File: src/rtl/pipeline_hazard_ctrl.sv
// Hazard and flow-control unit for the five-stage pipeline: operand forwarding,
// load-use stall sequencing, delay-slot annul and saturating debug counters.
module pipeline_hazard_ctrl #(
  parameter int unsigned CNT_W = 16
) (
  input  logic             clk,
  input  logic             reset,
  input  logic [4:0]       ID_rs1,
  input  logic [4:0]       ID_rs2,
  input  logic [4:0]       ID_rd,
  input  logic             ID_uses_rs1,
  input  logic             ID_uses_rs2,
  input  logic             ID_uses_rd,
  input  logic             ID_branch,
  input  logic             ID_branch_always,
  input  logic             ID_cond_true,
  input  logic             ID_annul,
  input  logic [4:0]       EX_RD,
  input  logic [4:0]       MEM_RD,
  input  logic [4:0]       WB_RD,
  input  logic             EX_RF_LE,
  input  logic             MEM_RF_LE,
  input  logic             WB_RF_LE,
  input  logic             EX_load,
  output logic [1:0]       fwd_sel_rs1,
  output logic [1:0]       fwd_sel_rs2,
  output logic [1:0]       fwd_sel_rd,
  output logic             PC_LE,
  output logic             nPC_LE,
  output logic             IF_ID_LE,
  output logic             ID_EX_clr,
  output logic             IF_ID_clr,
  output logic             stall_active,
  output logic [CNT_W-1:0] stall_count,
  output logic [CNT_W-1:0] annul_count
);

  typedef enum logic {RUN, LOAD_STALL} state_t;

  state_t state, state_nxt;
  logic   hz, an, ld_match;

  function automatic logic [1:0] fwd(
    input logic [4:0] src,   input logic used,
    input logic [4:0] ex_rd, input logic ex_le,
    input logic [4:0] mem_rd, input logic mem_le,
    input logic [4:0] wb_rd, input logic wb_le
  );
    fwd = 2'b00;
    if (used && src != 5'd0) begin
      if (ex_le && ex_rd == src)        fwd = 2'b01;
      else if (mem_le && mem_rd == src) fwd = 2'b10;
      else if (wb_le && wb_rd == src)   fwd = 2'b11;
    end
  endfunction

  always_comb begin
    ld_match = (ID_uses_rs1 && ID_rs1 == EX_RD) ||
               (ID_uses_rs2 && ID_rs2 == EX_RD) ||
               (ID_uses_rd  && ID_rd  == EX_RD);
    hz = EX_load && EX_RF_LE && (EX_RD != 5'd0) && ld_match;
    an = ID_branch && ID_annul && (ID_branch_always || !ID_cond_true);
  end

  always_ff @(posedge clk or negedge reset) begin
    if (!reset) state <= RUN;
    else        state <= state_nxt;
  end

  // Both states behave identically on hz: a back-to-back hazard re-enters LOAD_STALL.
  always_comb begin
    state_nxt = state;
    case (state)
      RUN:        state_nxt = hz ? LOAD_STALL : RUN;
      LOAD_STALL: state_nxt = hz ? LOAD_STALL : RUN;
      default:    state_nxt = RUN;
    endcase
  end

  always_comb begin
    fwd_sel_rs1  = 2'b00;
    fwd_sel_rs2  = 2'b00;
    fwd_sel_rd   = 2'b00;
    PC_LE        = 1'b0;
    nPC_LE       = 1'b0;
    IF_ID_LE     = 1'b0;
    ID_EX_clr    = 1'b1;
    IF_ID_clr    = 1'b1;
    stall_active = (state == LOAD_STALL);
    if (reset) begin
      fwd_sel_rs1 = fwd(ID_rs1, ID_uses_rs1, EX_RD, EX_RF_LE, MEM_RD, MEM_RF_LE, WB_RD, WB_RF_LE);
      fwd_sel_rs2 = fwd(ID_rs2, ID_uses_rs2, EX_RD, EX_RF_LE, MEM_RD, MEM_RF_LE, WB_RD, WB_RF_LE);
      fwd_sel_rd  = fwd(ID_rd,  ID_uses_rd,  EX_RD, EX_RF_LE, MEM_RD, MEM_RF_LE, WB_RD, WB_RF_LE);
      if (hz) begin
        IF_ID_clr = 1'b0;
      end else begin
        PC_LE     = 1'b1;
        nPC_LE    = 1'b1;
        IF_ID_LE  = 1'b1;
        ID_EX_clr = 1'b0;
        IF_ID_clr = an;
      end
    end
  end

  always_ff @(posedge clk or negedge reset) begin
    if (!reset) begin
      stall_count <= '0;
      annul_count <= '0;
    end else begin
      if (hz && stall_count != '1)        stall_count <= stall_count + 1'b1;
      if (IF_ID_clr && annul_count != '1) annul_count <= annul_count + 1'b1;
    end
  end

endmodule

File: config.mk
export PLATFORM = sky130hd
export DESIGN_NAME = pipeline_hazard_ctrl
export DESIGN_NICKNAME = d
export VERILOG_FILES = /design/src/rtl/pipeline_hazard_ctrl.sv
export SDC_FILE = /design/constraint.sdc
export NUM_CORES = 1
export LEC_CHECK = 0
export ABC_AREA = 1
export CAP_MARGIN = 20
export CORE_MARGIN = 1
export CORE_UTILIZATION = 51
export DETAILED_ROUTE_END_ITERATION = 6
export GPL_ROUTABILITY_DRIVEN = 0
export PLACE_DENSITY_LB_ADDON = 0.25
export SLEW_MARGIN = 20
export SYNTH_ARGS = -nofsm -noshare
export SYNTH_HDL_FRONTEND = slang
export SYNTH_SLANG_ARGS = --single-unit
File: constraint.sdc
create_clock -name clk -period 4.4 [get_ports clk]
set_input_delay 1.32 -clock clk [delete_from_list [all_inputs] [get_ports clk]]
set_output_delay 1.32 -clock clk [all_outputs]
set_load 0.02 [all_outputs]
After elaboration in Yosys (flattened, before gate mapping)
Index checks and enable logic that the tools add are counted.
{"block": "classes", "n_eq_ne": 14, "muxes": 21, "n_reduce_logical": 30, "addsub": 2}
{"cell": "5-bit equality test", "n": 12}
{"cell": "16-bit by 1-bit adder with 16-bit output, second input constant", "n": 2}
{"cell": "16-bit != test, second input constant", "n": 2}
{"cell": "2-bit two-way mux", "n": 15}
{"cell": "1-bit logical AND", "n": 22}
{"cell": "5-bit nonzero test", "n": 4}
{"cell": "1-bit two-way mux", "n": 6}
{"cell": "1-bit logical OR", "n": 3}
{"cell": "1-bit zero test", "n": 1}
{"block": "word_totals", "regBits": 33, "inputBits": 43, "wordCells": 70, "output_inout_bits": 44}

Depth between registers and ports, before layout
Gate-level depths: netlist of the first run.
{"block": "logic_depth", "depth_word": 8, "ltp_mapped": 13, "ltp_nobuf": 12}

Worst setup path before layout of the first run
Ideal clock, no wire load.
{"block": "synth_path", "kind": "input to output", "start": "in WB_RD[3]", "end": "out fwd_sel_rs1[1]", "required_time_ns": 3.080, "stages": 6, "t_arrival_ns": 2.442, "path_slack_ns": 0.638, "path_buffers": 0, "cell_sequence": "inv_1 > a21oi_1 > nand4_1 > nor4_1 > nand2b_1 > nor3b_1"}
{"block": "synth_between", "elab_chain_len": 7}
{"element": "from (decl)", "line": "20", "source": "input logic [4:0] WB_RD,"}
{"element": "5-bit equality test", "line": "53", "source": "else if (wb_le && wb_rd == src) fwd = 2'b11;"}
{"element": "1-bit logical AND", "line": "53"}
{"element": "2-bit two-way mux", "line": "53"}
{"element": "2-bit two-way mux", "line": "52", "source": "else if (mem_le && mem_rd == src) fwd = 2'b10;"}
{"element": "2-bit two-way mux", "line": "51", "source": "if (ex_le && ex_rd == src) fwd = 2'b01;"}
{"element": "2-bit two-way mux", "line": "50", "source": "if (used && src != 5'd0) begin"}
{"element": "2-bit two-way mux", "line": "90", "source": "if (reset) begin"}
{"element": "to (decl)", "line": "25", "source": "output logic [1:0] fwd_sel_rs1,"}
Every way passes these cells.

Final worst setup path of the first run
{"block": "layout_path", "start": "in ID_rs2[3]", "end": "out fwd_sel_rs2[0]"}
{"block": "layout_between", "elab_chain_len": 7, "word_cells_on_any_way": 13, "cone_classes": "eq/ne: 3; mux: 5; reduce/logical: 5"}
{"element": "from (decl)", "line": "9", "source": "input logic [4:0] ID_rs2,"}
{"element": "5-bit equality test", "line": "53"}
{"element": "1-bit logical AND", "line": "53"}
{"element": "2-bit two-way mux", "line": "53"}
{"element": "2-bit two-way mux", "line": "52"}
{"element": "2-bit two-way mux", "line": "51"}
{"element": "2-bit two-way mux *", "line": "50"}
{"element": "2-bit two-way mux *", "line": "90"}
{"element": "to (decl)", "line": "26", "source": "output logic [1:0] fwd_sel_rs2,"}
Mark *: on every way between the ends. The rest lies on a longest branch, timed or not.

==> results.json, run 1 <==
{
  "antenna_found_initial": 0,
  "setup_violations": 0,
  "core.rowCount": 26,
  "cap_violations": 0,
  "hpwl_mm": 6.22,
  "drc": 0,
  "drt-vias-per-instance": 5.42,
  "synth.most_common_cell": "nand2_1",
  "status": "completed",
  "root_buffer": "clkbuf_8",
  "synthFlopType": "dfrtp_1",
  "pre_cts_ws_ps": -279,
  "rsz0062_at_grt": "false",
  "cp.arrival_ps": 2960,
  "numCtsBuffers": 5,
  "drt_iter0_markers": 230,
  "yosysSeqAreaShare": 0.302,
  "synth_top_area_frac": 0.302,
  "htreeDepth": 2,
  "total_power_uw": 1080,
  "slew_viol_final": 0,
  "end_kind": "primary output",
  "tightest_slew_ps": 433,
  "hold_viol": 0,
  "final_nets": 563,
  "synth_common_cells": "nand2_1 (133), inv_1 (45), nand3_1 (39)",
  "synth_area_leaders": "dfrtp_1 (30%), nand2_1 (18%), nand3_1 (7.1%), inv_1 (6.2%), xor2_1 (6.1%)",
  "grt_overflow_total": 0,
  "vias": 3189,
  "syn_nets": 449,
  "syn_avg_cell_area_um2": 6.77,
  "synth_seq_cells": 33,
  "routed_wl_mm": 7.87,
  "drive_gt1_frac": 0.127,
  "core_area_um2": 5140,
  "synth_cell_types": 32,
  "power_density_nw_per_um2": 278,
  "clk_latency_ps": 290,
  "port_buffers": 86,
  "clock_path_buffers": 2,
  "die_area_um2": 5660,
  "placed_area_um2": 3820,
  "crit_required_ps": 3080,
  "max_slew_margin": 0.710,
  "area_growth_pct": 42.3,
  "drtAntennaViolNets": 0,
  "grt_max_degree": 23,
  "fmax_mhz": 234,
  "final_cell_area_um2": 3890,
  "synth_edf_count": 0,
  "crit_type": "in -> out",
  "cts_sinks": 33,
  "fin_crit_ps": 4280,
  "num_io_pins": 87,
  "p_leak_uw": 0.00183,
  "start_util": 0.532,
  "netlist_area_um2": 2740,
  "period_share": 0.972,
  "dr.pass1.iters": 5,
  "syn_inst": 404,
  "diodes": 0,
  "min_path_type": "reg -> reg",
  "fp.dieW_um": 75.2,
  "ys.warnings.count": 0,
  "start_kind": "input pin",
  "cts_tree": "built",
  "die_height_um": 75.2,
  "postLayoutSetupSlackWorst_ps": 125,
  "grt_pass1_wl_mm": 12.7,
  "grt_pass1_vias": 2913,
  "peakVddDrop_uv": 212,
  "worst-path-max-fanout": 5,
  "async_flop_share": 1.00,
  "wl_per_cell_um": 13.4,
  "fin_worst_skew_ps": 4.05,
  "path_clk_slew_ps": 60,
  "yosysTopAreaCell": "dfrtp_1",
  "track_usage": 0.293
}
-- path summary, 6_finish.rpt --
check	from	to	slack, ps	depth (start not counted)
worst max-delay path	ID_rs2[3]	fwd_sel_rs2[0]	120	9
worst min-delay path	stall_count[12]	stall_count[12]	550	2
worst min register to register	stall_count[12]	stall_count[12]	550	2
min in group asynchronous	reset	annul_count[7]	1110	2
max in group asynchronous	reset	stall_count[5]	2990	2
worst max register to register	annul_count[0]	annul_count[4]	2280	9
-- through the flow --
stage               setup TNS, ps   util  std cells  hold slack (ps)
global placement            -1830  0.744        581              523
finish                          0  0.757        588              552
detailed placement          -2110  0.744        581              533
floorplan                       0      -        404              614
global route                    0  0.757        588              579
CTS                             0  0.759        588              550
-- power by group --
| group | leakage (uW) | switching [uW] | internal (uW) |
|---|---|---|---|
| logic | 0.00135 | 223 | 206 |
| registers | 0.000440 | 69.5 | 351 |
| clock network | 0.0000443 | 110 | 124 |
-- cells by family (layout without fill, tap and decap cells) --
| logic type | count (synthesis) | in the layout | share of synthesized area |
|---|---|---|---|
| and+or+nand+nor | 246 | 246 | 0.410 |
| DFF | 33 | 33 | 0.302 |
| adders and majority gates | 2 | 2 | 0.00915 |
| AOI/OAI and AO/OA | 32 | 32 | 0.0714 |
| buffers and inverters | 55 | 169 | 0.0924 |
| xor gates and xnor gates | 36 | 36 | 0.115 |
-- repair_timing --
| action | CTS | global route |
|---|---|---|
| pin swaps | 0 | 0 |
| setup buffers | 0 | 0 |
| endpoints found under the setup margin | 11 | 11 |
| hold buffers | 0 | 0 |
| resized for setup | 14 | 23 |
-- worst max-delay path: stages --
cell,delay [ps]
clkdlybuf4s50_1,550
buf_4,150
inv_2,30
nand2_1,50
nand2_1,50
nor2_1,140
nand4_1,160
a21oi_1,180
clkdlybuf4s15_1,320
-- sequential cells by signal, summed over array words and instances (netlist names) --
register	cells
stall_count	16
stall_active	1
annul_count	16
-- layout by cell type, fill, tap and decap left out, types with 4 or more instances in the layout --
cell | synthesis | layout
xnor2_1 | 17 | 17
buf_4 | 4 | 30
clkbuf_2 | 0 | 8
nor2_1 | 27 | 27
a21oi_1 | 11 | 11
o22ai_1 | 10 | 10
nand3_1 | 39 | 39
xor2_1 | 19 | 19
nand2_1 | 133 | 133
inv_1 | 45 | 45
nand2_2 | 5 | 5
o21ai_1 | 4 | 4
nand4_1 | 13 | 13
clkdlybuf4s50_1 | 0 | 73
nor3_1 | 8 | 8
clkbuf_8 | 0 | 6
dfrtp_1 | 33 | 33
-- per-layer routing --
metal / up-vias / global-route usage / routed length, um
met2: 155 / 0.509 / 3820
li1: 1541 / - / -
met5: - / 0 / 0
met4: 0 / 0.130 / 242
met3: 28 / 0.0629 / 534
met1: 1465 / 0.349 / 3270
-- cell type report --
cell class / count / area, um2
clock buffer: 7 / 86.3
fill: 419 / 1250
inverter: 46 / 173
multi-input combinational: 316 / 1670
sequential: 33 / 826
tap: 70 / 87.6
timing repair buffer: 116 / 1040
Power figures use the tool's default switching activity.
==> inputs of run 2 (changes only) <==
--- a/config.mk
+++ b/config.mk
@@ -6,6 +6,7 @@
 export NUM_CORES = 1
 export LEC_CHECK = 0
 export ABC_AREA = 1
+export ABC_CLOCK_PERIOD_IN_PS = 4400
 export CAP_MARGIN = 20
 export CORE_MARGIN = 1
 export CORE_UTILIZATION = 51
==> results of run 2 <==
Same layout as run 1: the final DEF is identical, and so are final timing and power.
==> patch 1: new RTL, settings of run 2 <==
The parameter `CNT_W` goes from 16 to 32.
--- a/src/rtl/pipeline_hazard_ctrl.sv
+++ b/src/rtl/pipeline_hazard_ctrl.sv
@@ -2,5 +2,5 @@
 // load-use stall sequencing, delay-slot annul and saturating debug counters.
 module pipeline_hazard_ctrl #(
-  parameter int unsigned CNT_W = 16
+  parameter int unsigned CNT_W = 32
 ) (
   input  logic             clk,
Ports: changed (resized annul_count and stall_count); port bits go from 87 to 119. The function was not compared with the original's and may differ.
==> patch 1 against run 2 <==
- synthesized area grew 81%
- worst setup slack gained 0.0040 ns
- sequential cell count grew 32
- routed wire length grew 84%
- final area grew 69%
- final cell count grew 73%
- power grew 62%
- die area grew 78%
==> patch 1: results (changes against run 2) <==
[placed_design]
io_buffers = 118  ; was 86
placed_cells = 1002  ; was 581
dpl.hpwl_um = 11100  ; was 6220 µm
place_ws_ns = -0.352  ; was -0.279 ns

[power_and_ir_drop]
pg_comb_mw = 0.513  ; was 0.429 mW
peakVddDrop_uv = 160  ; was 212 µV
sequentialPowerShare = 0.417  ; was 0.388
swShare = 0.338  ; was 0.371
power.leakage_nw = 3.03  ; was 1.83 nW

[cells_and_area]
fillers = 772  ; was 419
drive_above_1_share = 0.100  ; was 0.127
finalNetCount = 929  ; was 563

[routing]
drt_iter0_drc = 439  ; was 230
routed_wl_um = 14500  ; was 7870 µm
via_per_inst = 5.55  ; was 5.42
wl_per_cell_um = 14.2  ; was 13.4 µm

[synth]
syn_inst = 741  ; was 404
synth_compound_area_frac = 0.0506  ; was 0.0714
synth_nets = 786  ; was 449
seq_area_frac_synth = 0.329  ; was 0.302
synth.distinct_cells = 36  ; was 32
synthAdderAreaFrac = 0.00506  ; was 0.00915
yosys-top-cells-count = nand2_1, inv_1, dfrtp_1  ; was nand2_1, inv_1, nand3_1
ys_top_cells_by_area = dfrtp_1, nand2_1, xor2_1, nand3_1, inv_1  ; was dfrtp_1, nand2_1, nand3_1, inv_1, xor2_1

[setup_path]
cp_max_fo = 6  ; was 5
cp.arrival_ns = 2.95  ; was 2.96 ns
timing.rr.end = annul_count[0]  ; was annul_count[4]
reg2reg_slack_ns = 1.74  ; was 2.28 ns
crit_path_max_incr_delay_ns = 0.45  ; was 0.55 ns

[min_path]
min_to = annul_count[23]  ; was stall_count[12]
min_from = annul_count[23]  ; was stall_count[12]

[clock_tree]
h-tree-depth = 3  ; was 2
numCtsBuffers = 9  ; was 5
clk_latency_ns = 0.36  ; was 0.29 ns
clk_pin_slew_worst_paths_ns = 0.08  ; was 0.06 ns

[grt]
grt.total_usage = 0.297  ; was 0.293
grt_antenna_before_repair = 0  ; unchanged
grt_max_degree = 46  ; was 23

[timing]
relSlewSlack = 0.511  ; was 0.710
fin_hold_ws_ns = 0.521  ; was 0.552 ns
finalClockSkew_ns = 0.0145  ; was 0.00405 ns
final-max-slew-violation-count = 0  ; unchanged
fmax_mhz = 234  ; about the same

[run_status]
outcome = finished, final reports clean  ; unchanged

==> patch 1: worst register-to-register path, delay by kind of cell (launching register included) <==
kind	cells	cell delay, ns
and+or+nand+nor	8	1.83
DFF	1	0.47
buffers and inverters	1	0.30
==> patch 1: final cells by class <==
type,instances,area share
clock inverters,5,0.00858
inverters,79,0.0452
flip-flops and latches,65,0.248
clock buffers,10,0.0210
multi-input cells,579,0.445
well taps,129,0.0246
repair buffers,150,0.208
==> patch 1: metrics by stage <==
stage	area, µm²	TNS, ns	util	power [mW]
after CTS	6590	0	0.707	1.76
final	6560	0	0.703	1.75
after floorplan	4940	0	-	0.997
after global placement	6380	-2.57	0.685	1.23
after detailed placement	6380	-2.78	0.685	1.25
after global routing	6560	0	0.703	1.84
==> patch 1: what timing repair did <==
item	4_1_cts	5_1_grt
gates resized for setup	21	27
setup buffers	0	0
endpoints found under the setup margin	11	11
pin swaps	0	1
==> patch 1: worst max path at each step <==
stage                          from             end  depth (start not counted)
after floorplan            WB_RD[3]   fwd_sel_rd[1]                          6
after global placement     WB_RD[4]  fwd_sel_rs2[1]                          7
after detailed placement   WB_RD[3]  fwd_sel_rs2[1]                          9
after CTS                 ID_rs1[0]  fwd_sel_rs1[0]                         10
after global routing      ID_rs1[0]       IF_ID_clr                         11
final                      WB_RD[3]   fwd_sel_rd[1]                          8
==> patch 1: logic make-up after synthesis <==
group                    after synthesis
XOR/XNOR                              60
AO/OA/AOI/OAI                         41
AND/OR/NAND/NOR                      476
adder cells (fa/ha/maj)                2
flip-flops                            65
buffers and inverters                 97
==> patch 1: metal layers <==
metal	global-route usage	wire length (µm)	up-vias	share of wire
met5	0	0	-	0
met4	0.105	289	0	0.020
met3	0.0548	1290	37	0.089
met2	0.481	6790	345	0.47
met1	0.399	6080	2588	0.42
li1	-	-	2679	-
==> patch 2: new RTL, config.mk and constraints of run 2 <==
Without the edit above. Put one more register stage on the output `annul_count`, with the module's reset. The value now appears one clock later. The other outputs are not delayed to match.
--- a/src/rtl/pipeline_hazard_ctrl.sv
+++ b/src/rtl/pipeline_hazard_ctrl.sv
@@ -37,4 +37,6 @@
 
   typedef enum logic {RUN, LOAD_STALL} state_t;
+
+  logic [CNT_W-1:0] annul_count_s0;
 
   state_t state, state_nxt;
@@ -107,8 +109,16 @@
     if (!reset) begin
       stall_count <= '0;
+      annul_count_s0 <= '0;
+    end else begin
+      if (hz && stall_count != '1)        stall_count <= stall_count + 1'b1;
+      if (IF_ID_clr && annul_count_s0 != '1) annul_count_s0 <= annul_count_s0 + 1'b1;
+    end
+  end
+
+  always_ff @(posedge clk or negedge reset) begin
+    if (!reset) begin
       annul_count <= '0;
     end else begin
-      if (hz && stall_count != '1)        stall_count <= stall_count + 1'b1;
-      if (IF_ID_clr && annul_count != '1) annul_count <= annul_count + 1'b1;
+      annul_count <= annul_count_s0;
     end
   end
Function: changed (Yosys sat finds a counterexample within 4 cycles, from zero or initial values and one cycle with reset low).
==> patch 2 against run 2 <==
- final area is 12% higher
- worst setup slack worse by 0.088 ns
- non-clock buffer count is 1 lower
- routed wire length is 6.4% higher
- synthesized cell count is 5.9% higher
- synthesized area is 17% higher
- power is 25% higher
- sequential cell count is 16 higher
- critical endpoint is now fwd_sel_rs1[1]
==> patch 2: results (changes against run 2) <==
[grt]
grt_pass1_vias = 3026  ; was 2913
grt_max_degree = 36  ; was 23
grt.total_usage = 0.270  ; was 0.293
grt_pass1_wl_um = 13700  ; was 12700 µm

[clock_tree]
clk_pin_slew_worst_paths_ns = 0.10  ; was 0.06 ns
clk_latency_ns = 0.31  ; was 0.29 ns
cts_resized = 13  ; was 14

[cells_and_area]
fillers = 481  ; was 419
drive_above_1_share = 0.133  ; was 0.127
final_area_um2 = 4360  ; was 3890 µm²
finalNetCount = 586  ; was 563

[setup_path]
cp.arrival_ns = 3.04  ; was 2.96 ns
cp_max_fo = 6  ; was 5

[synth]
synth_xor_area_frac = 0.104  ; was 0.115
seq_area_frac_synth = 0.385  ; was 0.302
ys_async_sr_fraction = 1.00  ; unchanged
yosys-top-cells-count = nand2_1, dfrtp_1, inv_1  ; was nand2_1, inv_1, nand3_1
synth_nets = 473  ; was 449
synth_compound_area_frac = 0.0758  ; was 0.0714
synth.distinct_cells = 31  ; was 32
ys_top_cells_by_area = dfrtp_1, nand2_1, inv_1, xor2_1, nand3_1  ; was dfrtp_1, nand2_1, nand3_1, inv_1, xor2_1
synthAdderAreaFrac = 0.00785  ; was 0.00915

[placed_design]
placedInstanceArea_um2 = 4260  ; was 3820 µm²
dpl.hpwl_um = 6640  ; was 6220 µm
place_ws_ns = -0.292  ; was -0.279 ns

[run_status]
outcome = finished, final reports clean  ; unchanged

[power_and_ir_drop]
power.leakage_nw = 2.17  ; was 1.83 nW
peakVddDrop_uv = 267  ; was 212 µV

[routing]
via_per_inst = 5.31  ; was 5.42
routed_wl_um = 8370  ; was 7870 µm
drt_iter0_drc = 173  ; was 230

[timing]
relSlewSlack = 0.520  ; was 0.710
final-hold-violation-count = 0  ; unchanged
finalClockSkew_ns = 0.0133  ; was 0.00405 ns

==> patch 2: through the flow <==
stage               hold WS [ns]  instances  TNS [ns]
floorplan                  0.398        428         0
global placement           0.416        609     -2.32
detailed placement         0.412        609     -2.46
CTS                        0.435        617         0
global route               0.458        617   -0.0376
finish                     0.435        617         0
==> patch 2: routing by layer <==
metal	share of wire	wire, µm	global-route usage
met1	0.42	3540	0.345
met2	0.49	4130	0.471
met3	0.066	553	0.0393
met4	0.017	146	0.0786
met5	0	0	0
==> patch 2: path summary, 6_finish.rpt <==
check                                  start                 end  slack, ns  depth (start not counted)
setup / recovery                    WB_RD[3]      fwd_sel_rs1[1]       0.04                          8
hold / removal             annul_count_s0[1]      annul_count[1]       0.44                          0
setup reg to reg           annul_count_s0[0]  annul_count_s0[12]       2.34                          9
hold reg to reg            annul_count_s0[1]      annul_count[1]       0.44                          0
max in group asynchronous              reset  annul_count_s0[11]       2.89                          2
min in group asynchronous              reset  annul_count_s0[10]       0.84                          1
==> patch 2: power by group <==
group	internal (mW)	switching, mW	total, mW
sequential	0.526	0.0719	0.598
clock	0.113	0.155	0.268
combinational	0.231	0.260	0.490
==> patch 2: layout make-up <==
cell class	count	share of cell area
Multi-Input combinational cell	315	0.386
Tap cell	75	0.0215
Clock buffer	5	0.0158
Inverter	55	0.0473
Sequential cell	49	0.281
Clock inverter	3	0.00488
Timing Repair Buffer	115	0.244
==> patch 2: kinds of logic (layout without fill, tap and decap cells) <==
family | count (synthesis) | after routing
buf+inv | 64 | 178
simple gates | 237 | 237
compound gates | 38 | 38
fa+ha+maj | 2 | 2
xor+xnor | 38 | 38
flops | 49 | 49
==> patch 2: critical path, cell delays in order <==
cell	delay [ns]
clkdlybuf4s50_1	0.45
inv_1	0.10
a21oi_1	0.18
nand4_1	0.13
nor4_2	0.22
nand2b_1	0.15
nor3b_1	0.17
clkdlybuf4s15_1	0.32
